===== src/rtl/stopwatch_ctrl.sv =====
// stopwatch_ctrl: control FSM for an MM:SS stopwatch / countdown timer.
// Produces the count tick for the four-digit chain, steers validated manual
// digit loads, and detects countdown expiry from the datapath zero flag.
// Optional alarm hold in DONE is built only when STOPWATCH_CTRL_ALARM_EN is
// defined; otherwise DONE lasts one cycle and alarm is tied low.
//
// Pulse semantics: cnt_en, cnt_clr, load_sel and err are registered strobes,
// high for exactly one clock on the edge after the causing input; the digit
// chain must act on every cycle they are high (there is no back-pressure).
module stopwatch_ctrl #(
  parameter int TICK_DIV    = 50_000_000,
  parameter int ALARM_TICKS = 5
) (
  input  logic       clk,
  input  logic       reset,
  input  logic       btn_start,
  input  logic       btn_clear,
  input  logic       mode,
  input  logic       set,
  input  logic       set_next,
  input  logic       set_load,
  input  logic [3:0] value,
  input  logic       all_zero,
  output logic       cnt_en,
  output logic       cnt_clr,
  output logic       cnt_mode,
  output logic [3:0] load_sel,
  output logic [3:0] load_value,
  output logic [1:0] digit_sel,
  output logic       err,
  output logic       alarm,
  output logic [2:0] state
);

  localparam int PW = (TICK_DIV > 2) ? $clog2(TICK_DIV) : 1;
  localparam logic [PW-1:0] PRESC_MAX = PW'(TICK_DIV - 1);

  localparam logic [2:0] S_IDLE  = 3'd0;
  localparam logic [2:0] S_RUN   = 3'd1;
  localparam logic [2:0] S_PAUSE = 3'd2;
  localparam logic [2:0] S_SET   = 3'd3;
  localparam logic [2:0] S_DONE  = 3'd4;

  logic [2:0]    state_q, state_d;
  logic [PW-1:0] presc_q, presc_d;
  logic          cnt_en_q, cnt_en_d;
  logic          cnt_clr_q, cnt_clr_d;
  logic          cnt_mode_q, cnt_mode_d;
  logic [3:0]    load_sel_q, load_sel_d;
  logic [3:0]    load_value_q, load_value_d;
  logic [1:0]    digit_sel_q, digit_sel_d;
  logic          err_q, err_d;
  // high in the cycle after cnt_en, when the digit chain has absorbed the tick
  logic          tick_seen_q, tick_seen_d;
  logic          wrap;
  logic [3:0]    digit_limit;

  assign wrap        = (presc_q == PRESC_MAX);
  assign digit_limit = digit_sel_q[0] ? 4'd5 : 4'd9;

`ifdef STOPWATCH_CTRL_ALARM_EN
  localparam int AW = (ALARM_TICKS > 0) ? $clog2(ALARM_TICKS + 1) : 1;
  localparam logic [AW-1:0] ALARM_LAST = AW'(ALARM_TICKS - 1);
  logic          alarm_q, alarm_d;
  logic [AW-1:0] alarm_cnt_q, alarm_cnt_d;
`endif

  // Next-state and next-output logic; clear overrides everything else.
  always_comb begin
    state_d      = state_q;
    presc_d      = presc_q;
    cnt_en_d     = 1'b0;
    cnt_clr_d    = 1'b0;
    cnt_mode_d   = cnt_mode_q;
    load_sel_d   = 4'b0000;
    load_value_d = 4'd0;
    digit_sel_d  = digit_sel_q;
    err_d        = 1'b0;
    tick_seen_d  = 1'b0;
    if (btn_clear) begin
      cnt_clr_d   = 1'b1;
      state_d     = S_IDLE;
      presc_d     = '0;
      digit_sel_d = 2'd0;
    end else begin
      case (state_q)
        S_IDLE: begin
          if (btn_start) begin
            if (!mode && all_zero) begin
              err_d = 1'b1;
            end else begin
              state_d    = S_RUN;
              cnt_mode_d = mode;
              presc_d    = '0;
            end
          end else if (set) begin
            state_d     = S_SET;
            digit_sel_d = 2'd0;
          end
        end
        S_RUN: begin
          presc_d     = wrap ? '0 : presc_q + PW'(1);
          cnt_en_d    = wrap;
          tick_seen_d = cnt_en_q;
          if (tick_seen_q && !cnt_mode_q && all_zero) begin
            state_d  = S_DONE;
            presc_d  = '0;
            cnt_en_d = 1'b0;
          end else if (btn_start) begin
            state_d = S_PAUSE;
          end
        end
        S_PAUSE: begin
          if (btn_start) begin
            state_d = S_RUN;
          end else if (set) begin
            state_d     = S_SET;
            digit_sel_d = 2'd0;
          end
        end
        S_SET: begin
          if (set_load && set) begin
            if (value <= digit_limit) begin
              load_sel_d   = 4'b0001 << digit_sel_q;
              load_value_d = value;
            end else begin
              err_d = 1'b1;
            end
          end
          if (btn_start) begin
            err_d = 1'b1;
          end
          if (set_next) begin
            digit_sel_d = digit_sel_q + 2'd1;
          end
          if (!set) begin
            state_d = S_IDLE;
          end
        end
        S_DONE: begin
`ifdef STOPWATCH_CTRL_ALARM_EN
          presc_d = wrap ? '0 : presc_q + PW'(1);
          if (btn_start || (wrap && alarm_cnt_q == ALARM_LAST)) begin
            state_d = S_IDLE;
          end
`else
          state_d = S_IDLE;
`endif
        end
        default: state_d = S_IDLE;
      endcase
    end
  end

`ifdef STOPWATCH_CTRL_ALARM_EN
  // Alarm follows DONE occupancy; the tick counter runs only while in DONE.
  always_comb begin
    alarm_d     = (state_d == S_DONE);
    alarm_cnt_d = '0;
    if (state_q == S_DONE) begin
      alarm_cnt_d = wrap ? alarm_cnt_q + AW'(1) : alarm_cnt_q;
    end
  end

  // Alarm registers.
  always_ff @(posedge clk) begin
    if (reset) begin
      alarm_q     <= 1'b0;
      alarm_cnt_q <= '0;
    end else begin
      alarm_q     <= alarm_d;
      alarm_cnt_q <= alarm_cnt_d;
    end
  end

  assign alarm = alarm_q;
`else
  assign alarm = 1'b0;
`endif

  // State and registered outputs.
  always_ff @(posedge clk) begin
    if (reset) begin
      state_q      <= S_IDLE;
      presc_q      <= '0;
      cnt_en_q     <= 1'b0;
      cnt_clr_q    <= 1'b0;
      cnt_mode_q   <= 1'b1;
      load_sel_q   <= 4'b0000;
      load_value_q <= 4'd0;
      digit_sel_q  <= 2'd0;
      err_q        <= 1'b0;
      tick_seen_q  <= 1'b0;
    end else begin
      state_q      <= state_d;
      presc_q      <= presc_d;
      cnt_en_q     <= cnt_en_d;
      cnt_clr_q    <= cnt_clr_d;
      cnt_mode_q   <= cnt_mode_d;
      load_sel_q   <= load_sel_d;
      load_value_q <= load_value_d;
      digit_sel_q  <= digit_sel_d;
      err_q        <= err_d;
      tick_seen_q  <= tick_seen_d;
    end
  end

  assign cnt_en     = cnt_en_q;
  assign cnt_clr    = cnt_clr_q;
  assign cnt_mode   = cnt_mode_q;
  assign load_sel   = load_sel_q;
  assign load_value = load_value_q;
  assign digit_sel  = digit_sel_q;
  assign err        = err_q;
  assign state      = state_q;

endmodule


===== config.mk =====
export PLATFORM = sky130hd
export DESIGN_NAME = stopwatch_ctrl
export DESIGN_NICKNAME = d
export VERILOG_FILES = /design/src/rtl/stopwatch_ctrl.sv
export SDC_FILE = /design/constraint.sdc
export NUM_CORES = 1
export LEC_CHECK = 0
export ABC_CLOCK_PERIOD_IN_PS = 4880
export CAP_MARGIN = 10
export CORE_ASPECT_RATIO = 1.25
export CORE_UTILIZATION = 57
export CTS_CLUSTER_SIZE = 14
export DETAILED_ROUTE_END_ITERATION = 7
export PLACE_DENSITY = 0.83
export SLEW_MARGIN = 20
export SYNTH_ARGS = -nofsm -noshare
export SYNTH_HDL_FRONTEND = slang
export SYNTH_SLANG_ARGS = --single-unit

===== constraint.sdc =====
create_clock -name clk -period 4.88 [get_ports clk]
set_input_delay 0.976 -clock clk [delete_from_list [all_inputs] [get_ports clk]]
set_output_delay 0.976 -clock clk [all_outputs]
set_load 0.05 [all_outputs]

==> results of run 1 <==
-- kinds of logic after synthesis --
| logic type | count (synthesis) | share of synthesized area [%] |
|---|---|---|
| buffers and inverters | 14 | 3.682 |
| other | 1 | 0.1780 |
| flip-flops | 44 | 41.80 |
| AO/OA/AOI/OAI | 29 | 9.085 |
| XOR/XNOR | 18 | 7.483 |
| AND/OR/NAND/NOR | 132 | 35.99 |
| adder cells (fa/ha/maj) | 3 | 1.782 |
-- power breakdown --
part	internal, W	switching, W
logic	0.0000228	0.0000304
clock network	0.000167	0.000129
registers	0.000361	0.00000368
total	0.000551	0.000163
-- sequential cells by signal, indices dropped and copies added, names as in the netlist --
| signal | flops |
|---|---|
| cnt_en | 1 |
| presc_q | 26 |
| digit_sel | 2 |
| load_sel | 4 |
| cnt_clr | 1 |
| tick_seen_q | 1 |
| state | 3 |
| load_value | 4 |
| err | 1 |
| cnt_mode | 1 |
-- layout by cell type (no fill, tap or decap), types with 5 or more instances in the layout --
master / n
o21ai_0: 9
and3_1: 8
nor2_1: 32
nand4_1: 11
a21oi_1: 6
xor2_1: 15
inv_1: 5
nor3_1: 8
nand2_1: 15
nand3_1: 13
clkbuf_8: 6
dfxtp_1: 44
and2_1: 7
nor3b_1: 5
clkdlybuf4s50_1: 29
-- worst max path at each step --
stage	startpoint	endpoint	depth (start not counted)
6_report	state[0]	state[0]	1
2_1_floorplan	value[2]	load_sel[0]	5
3_5_place_dp	value[2]	load_sel[0]	6
3_3_place_gp	value[2]	load_sel[1]	6
5_1_grt	value[2]	load_sel[0]	6
4_1_cts	state[0]	state[0]	1
-- metal layers --
metal  track usage [%]  up-vias  routed length (um)
met5                 0        -                   0
met4             9.485        0                  71
met3             4.074        8                 107
met2             41.14       30                2136
met1             26.20      870                1806
li1                  -      908                   -
-- area by class of cell --
cell class                      instances  area, um^2  share of cell area, %
Clock inverter                          2       38.79                  1.542
Inverter                                5       18.77                 0.7459
Multi-Input combinational cell        183        1149                  45.65
Timing Repair Buffer                   30       297.8                  11.83
Clock buffer                            6       82.58                  3.282
Sequential cell                        44       880.8                  35.01
Tap cell                               39       48.80                  1.939
-- through the flow --
| stage | util (%) | std cells |
|---|---|---|
| global placement | 68.16 | 301 |
| floorplan | - | 241 |
| detailed placement | 68.16 | 301 |
| global route | 71.62 | 309 |
| CTS | 71.62 | 309 |
| finish | 71.62 | 309 |
==> impl_metrics.csv, run 1 <==
group,metric,value,unit
status,status,"completed",
global_route,grt_pass1_wl,7327,um
clocking,cts_tree,"built",
min_path,hold_depth,2,
global_route,grt_pass1_vias,1715,
worst_setup_path,path_max_fanout,15,
pwr,cellLeakagePower,0.8629,nW
pwr,cellPowerDensity,283.9,nW/um^2
synthesis,yosys-top-cells-area,"dfxtp_1 42%, xor2_1 6.2%, nor2_1 5.7%, nand4_1 3.3%, nand3_1 3.1%",
worst_setup_path,timing.rr.start,"digit_sel[0]",
clocking,htree_levels,2,
clocking,clock_latency,0.30,ns
timing,tns,0,ns
synthesis,ys.flop_type,"dfxtp_1",
synthesis,seq_area_frac_synth,41.81,%
detailed_routing,viasPerCell,5.877,
detailed_routing,wirelength,4122,um
synthesis,syn_avg_cell_area,8.743,um^2
timing,min_period_over_period,57.41,%
layout,drive_gt1_share,8.889,%
detailed_routing,antenna_left,0,
min_path,min_to,"tick_seen_q",
timing,worst_pin_slew,0.7048,ns
placement,io_buffers,29,
layout,fin_area,2516,um^2
synthesis,synth_commonest_cells,"44 x dfxtp_1, 32 x nor2_1, 15 x nand2_1, 15 x xor2_1, 13 x nand3_1",
synthesis,syn_inst,241,
timing,finalHoldViolCount,0,
die,io_pins,31,
worst_setup_path,r2r_end,"load_sel[0]",
global_route,grt_max_degree,21,
min_path,hp-class,"reg -> reg",
worst_setup_path,cpLargestDelayFamily,"buffers and inverters",
synthesis,syn_nets,257,
clocking,clock_sinks,44,
timing,setup_ws,2.078,ns
layout,area_growth,19.42,%
detailed_routing,drtPass1Iterations,4,
worst_setup_path,worstSetupPathType,"reg -> out",
synthesis,synth_top_cell_area_share,41.81,%
detailed_routing,initialDrtViolationCount,55,
run,maxCapViolCount,0,
synthesis,ys_types,47,
timing,timing.hold.ws,0.4430,ns
clocking,clockBufferDepth,2,
worst_setup_path,worstPathArrival,1.83,ns
clocking,postCtsSetupBuffers,0,
clocking,cts.clk_slew.worst_paths,0.08,ns
die,dieHeight,69.98,um
timing,max_freq,356.9,MHz
clocking,ctsResizeCount,0,
placement,dp_slack,1.872,ns
min_path,hp-start,"cnt_en",
detailed_routing,num_vias,1816,
synthesis,async_flop_share,0,%
timing,maxSlewHeadroom,52.91,%
clocking,cts_inserted_buffers,5,
pwr,irDropWorstVdd,336.1,uV
synthesis,synth_top_cell_by_area,"dfxtp_1",
synthesis,yosysWarnings,0,
worst_setup_path,critical_path.startpoint_type,"flip-flop",
detailed_routing,drc,0,
placement,place_congestion,0.8224,
worst_setup_path,reg2reg_slack,2.66,ns
global_route,grt_usage,22.86,%
worst_setup_path,slowest_stage,"clkdlybuf4s50_1",
worst_setup_path,r2r.worst_path.cells,6,
die,core,3513,um^2
die,die_w,56.38,um
synthesis,ys_seq_elements,44,
die,initial_core_util,59.97,%
clocking,root_buffer,"clkbuf_8",
worst_setup_path,cp_data_required_time,3.90,ns
global_route,antenna_found_initial,0,
global_route,grt_overflow_total,0,
layout,nFillCells,273,
timing,fin_crit,2.802,ns
timing,setup_viol,0,
worst_setup_path,path_buf_inv,1,
pwr,p_total,0.0007142,W
placement,post_dp_cell_area,2395,um^2
clocking,hold_buffers,0,
layout,nNetsFinal,285,
die,rows,24,
synthesis,synth.most_common_cell,"dfxtp_1",
worst_setup_path,critPathCaptureType,"output pin",
worst_setup_path,crit_chain,"clkdlybuf4s50_1",
detailed_routing,wl_per_cell,13.34,um
timing,maxSlewViolCount,0,
die,die-area,3945,um^2
placement,dp_hpwl,3092,um
synthesis,synth_edf_count,0,
worst_setup_path,max_stage_delay,0.90,ns
synthesis,syn_area,2107,um^2
layout,num_antenna_cells,0,
timing,finClkSkew,0.005070,ns
timing,rsz0062_at_grt,"no",
Power figures use the tool's default switching activity.
==> run 2, diff against run 1 <==
Settings changed: ABC_CLOCK_PERIOD_IN_PS 4880 to 2300, CORE_UTILIZATION 57 to 48, PLACE_DENSITY 0.83 to 0.75.
Clock period 4.88 ns to 2.3 ns, I/O delays scaled along.
==> impl_metrics.csv, run 2 (synthesized netlist as in run 1, its figures left out) <==
group,metric,value,unit
status,status,"completed",
die,io_pins,31,
clocking,hold_buffers,0,
run,maxCapViolCount,0,
worst_setup_path,critical_path.startpoint_type,"flip-flop",
timing,worst_pin_slew,0.5038,ns
global_route,grt_pass1_vias,1781,
detailed_routing,viasPerCell,5.447,
die,rows,26,
clocking,postCtsSetupBuffers,0,
clocking,ctsResizeCount,0,
placement,place_congestion,0.8169,
clocking,cts.clk_slew.worst_paths,0.08,ns
timing,rsz0062_at_grt,"no",
pwr,cellLeakagePower,0.9118,nW
detailed_routing,antenna_left,0,
global_route,grt_max_degree,21,
min_path,hp-class,"reg -> reg",
timing,setup_viol,0,
clocking,cts_inserted_buffers,5,
die,dieHeight,76.08,um
worst_setup_path,slowest_stage,"clkdlybuf4s50_1",
worst_setup_path,critPathCaptureType,"output pin",
placement,io_buffers,29,
timing,maxSlewViolCount,0,
timing,setup_ws,0.1466,ns
worst_setup_path,path_max_fanout,11,
layout,drive_gt1_share,12.41,%
clocking,clock_sinks,44,
worst_setup_path,cp_data_required_time,1.84,ns
timing,max_freq,464.4,MHz
layout,nNetsFinal,297,
layout,area_growth,23.99,%
worst_setup_path,crit_chain,"clkdlybuf4s50_1",
detailed_routing,drc,0,
worst_setup_path,worstPathArrival,1.69,ns
placement,dp_slack,0.1210,ns
layout,final_cell_mix,"44 x dfxtp_1, 32 x nor2_1, 29 x clkdlybuf4s50_1",
layout,final_util,62.74,%
pwr,p_total,0.001397,W
die,initial_core_util,50.60,%
worst_setup_path,path_buf_inv,1,
global_route,antenna_found_initial,0,
timing,tns,0,ns
global_route,grt_overflow_total,0,
clocking,clockBufferDepth,2,
clocking,cts_tree,"built",
timing,min_period_over_period,93.62,%
layout,mostFrequentLayoutCell,"dfxtp_1",
detailed_routing,num_vias,1841,
global_route,grt_pass1_wl,7445,um
worst_setup_path,cpLargestDelayFamily,"buffers and inverters",
timing,finalHoldViolCount,0,
layout,top_register,"presc_q",
layout,largest_reg_flops,26,
clocking,clock_latency,0.30,ns
clocking,htree_levels,2,
layout,num_antenna_cells,0,
pwr,irDropWorstVdd,353.1,uV
die,core,4164,um^2
detailed_routing,wirelength,4326,um
detailed_routing,drtPass1Iterations,4,
timing,maxSlewHeadroom,66.31,%
pwr,cellPowerDensity,534.8,nW/um^2
die,die-area,4660,um^2
timing,fin_crit,2.153,ns
die,die_w,61.26,um
detailed_routing,initialDrtViolationCount,124,
worst_setup_path,worstSetupPathType,"reg -> out",
worst_setup_path,max_stage_delay,0.87,ns
placement,dp_hpwl,3260,um
timing,finClkSkew,0.007239,ns
global_route,grt_usage,20.78,%
clocking,root_buffer,"clkbuf_8",
detailed_routing,wl_per_cell,12.80,um
run 2: routing by layer:
layer	global-route usage [%]	routed length (um)	vias up	share of wire, %
met5	0	0	-	0
met1	23.98	1882	862	44
li1	-	-	934	-
met4	7.273	61	0	1.4
met3	5.942	175	6	4.0
met2	35.22	2206	39	51
run 2: area by class of cell:
class                      count  area, um^2
clock buffer                   7       86.33
clock inverter                 1       7.507
fill                         379        1551
inverter                       5       18.77
multi-input combinational    183        1149
sequential                    44       880.8
tap                           56       70.07
timing repair buffer          42       400.4
run 2: where the power goes:
group | internal [W] | switching [W] | leakage, nW
Clock | 0.000244 | 0.000256 | 0.0445
Sequential | 0.000765 | 0.00000587 | 0.355
Combinational | 0.0000572 | 0.0000691 | 0.512
Total | 0.00107 | 0.000331 | 0.912
run 2: path summary, 6_finish.rpt:
path                            depth (start not counted)  slack (ns)       start          end
worst max register to register                          7        0.21  presc_q[0]  presc_q[24]
worst max-delay path                                    1        0.15    state[1]     state[1]
worst min-delay path                                    2        0.45      cnt_en  tick_seen_q
worst min register to register                          2        0.45      cnt_en  tick_seen_q
run 2: per-stage QoR:
stage | std cells | instance area [um^2] | hold WS [ns]
floorplan | 241 | 2107 | 0.4620
global placement | 330 | 2519 | 0.4315
detailed placement | 330 | 2519 | 0.4301
CTS | 338 | 2613 | 0.4443
global route | 338 | 2613 | 0.4866
finish | 338 | 2613 | 0.4458
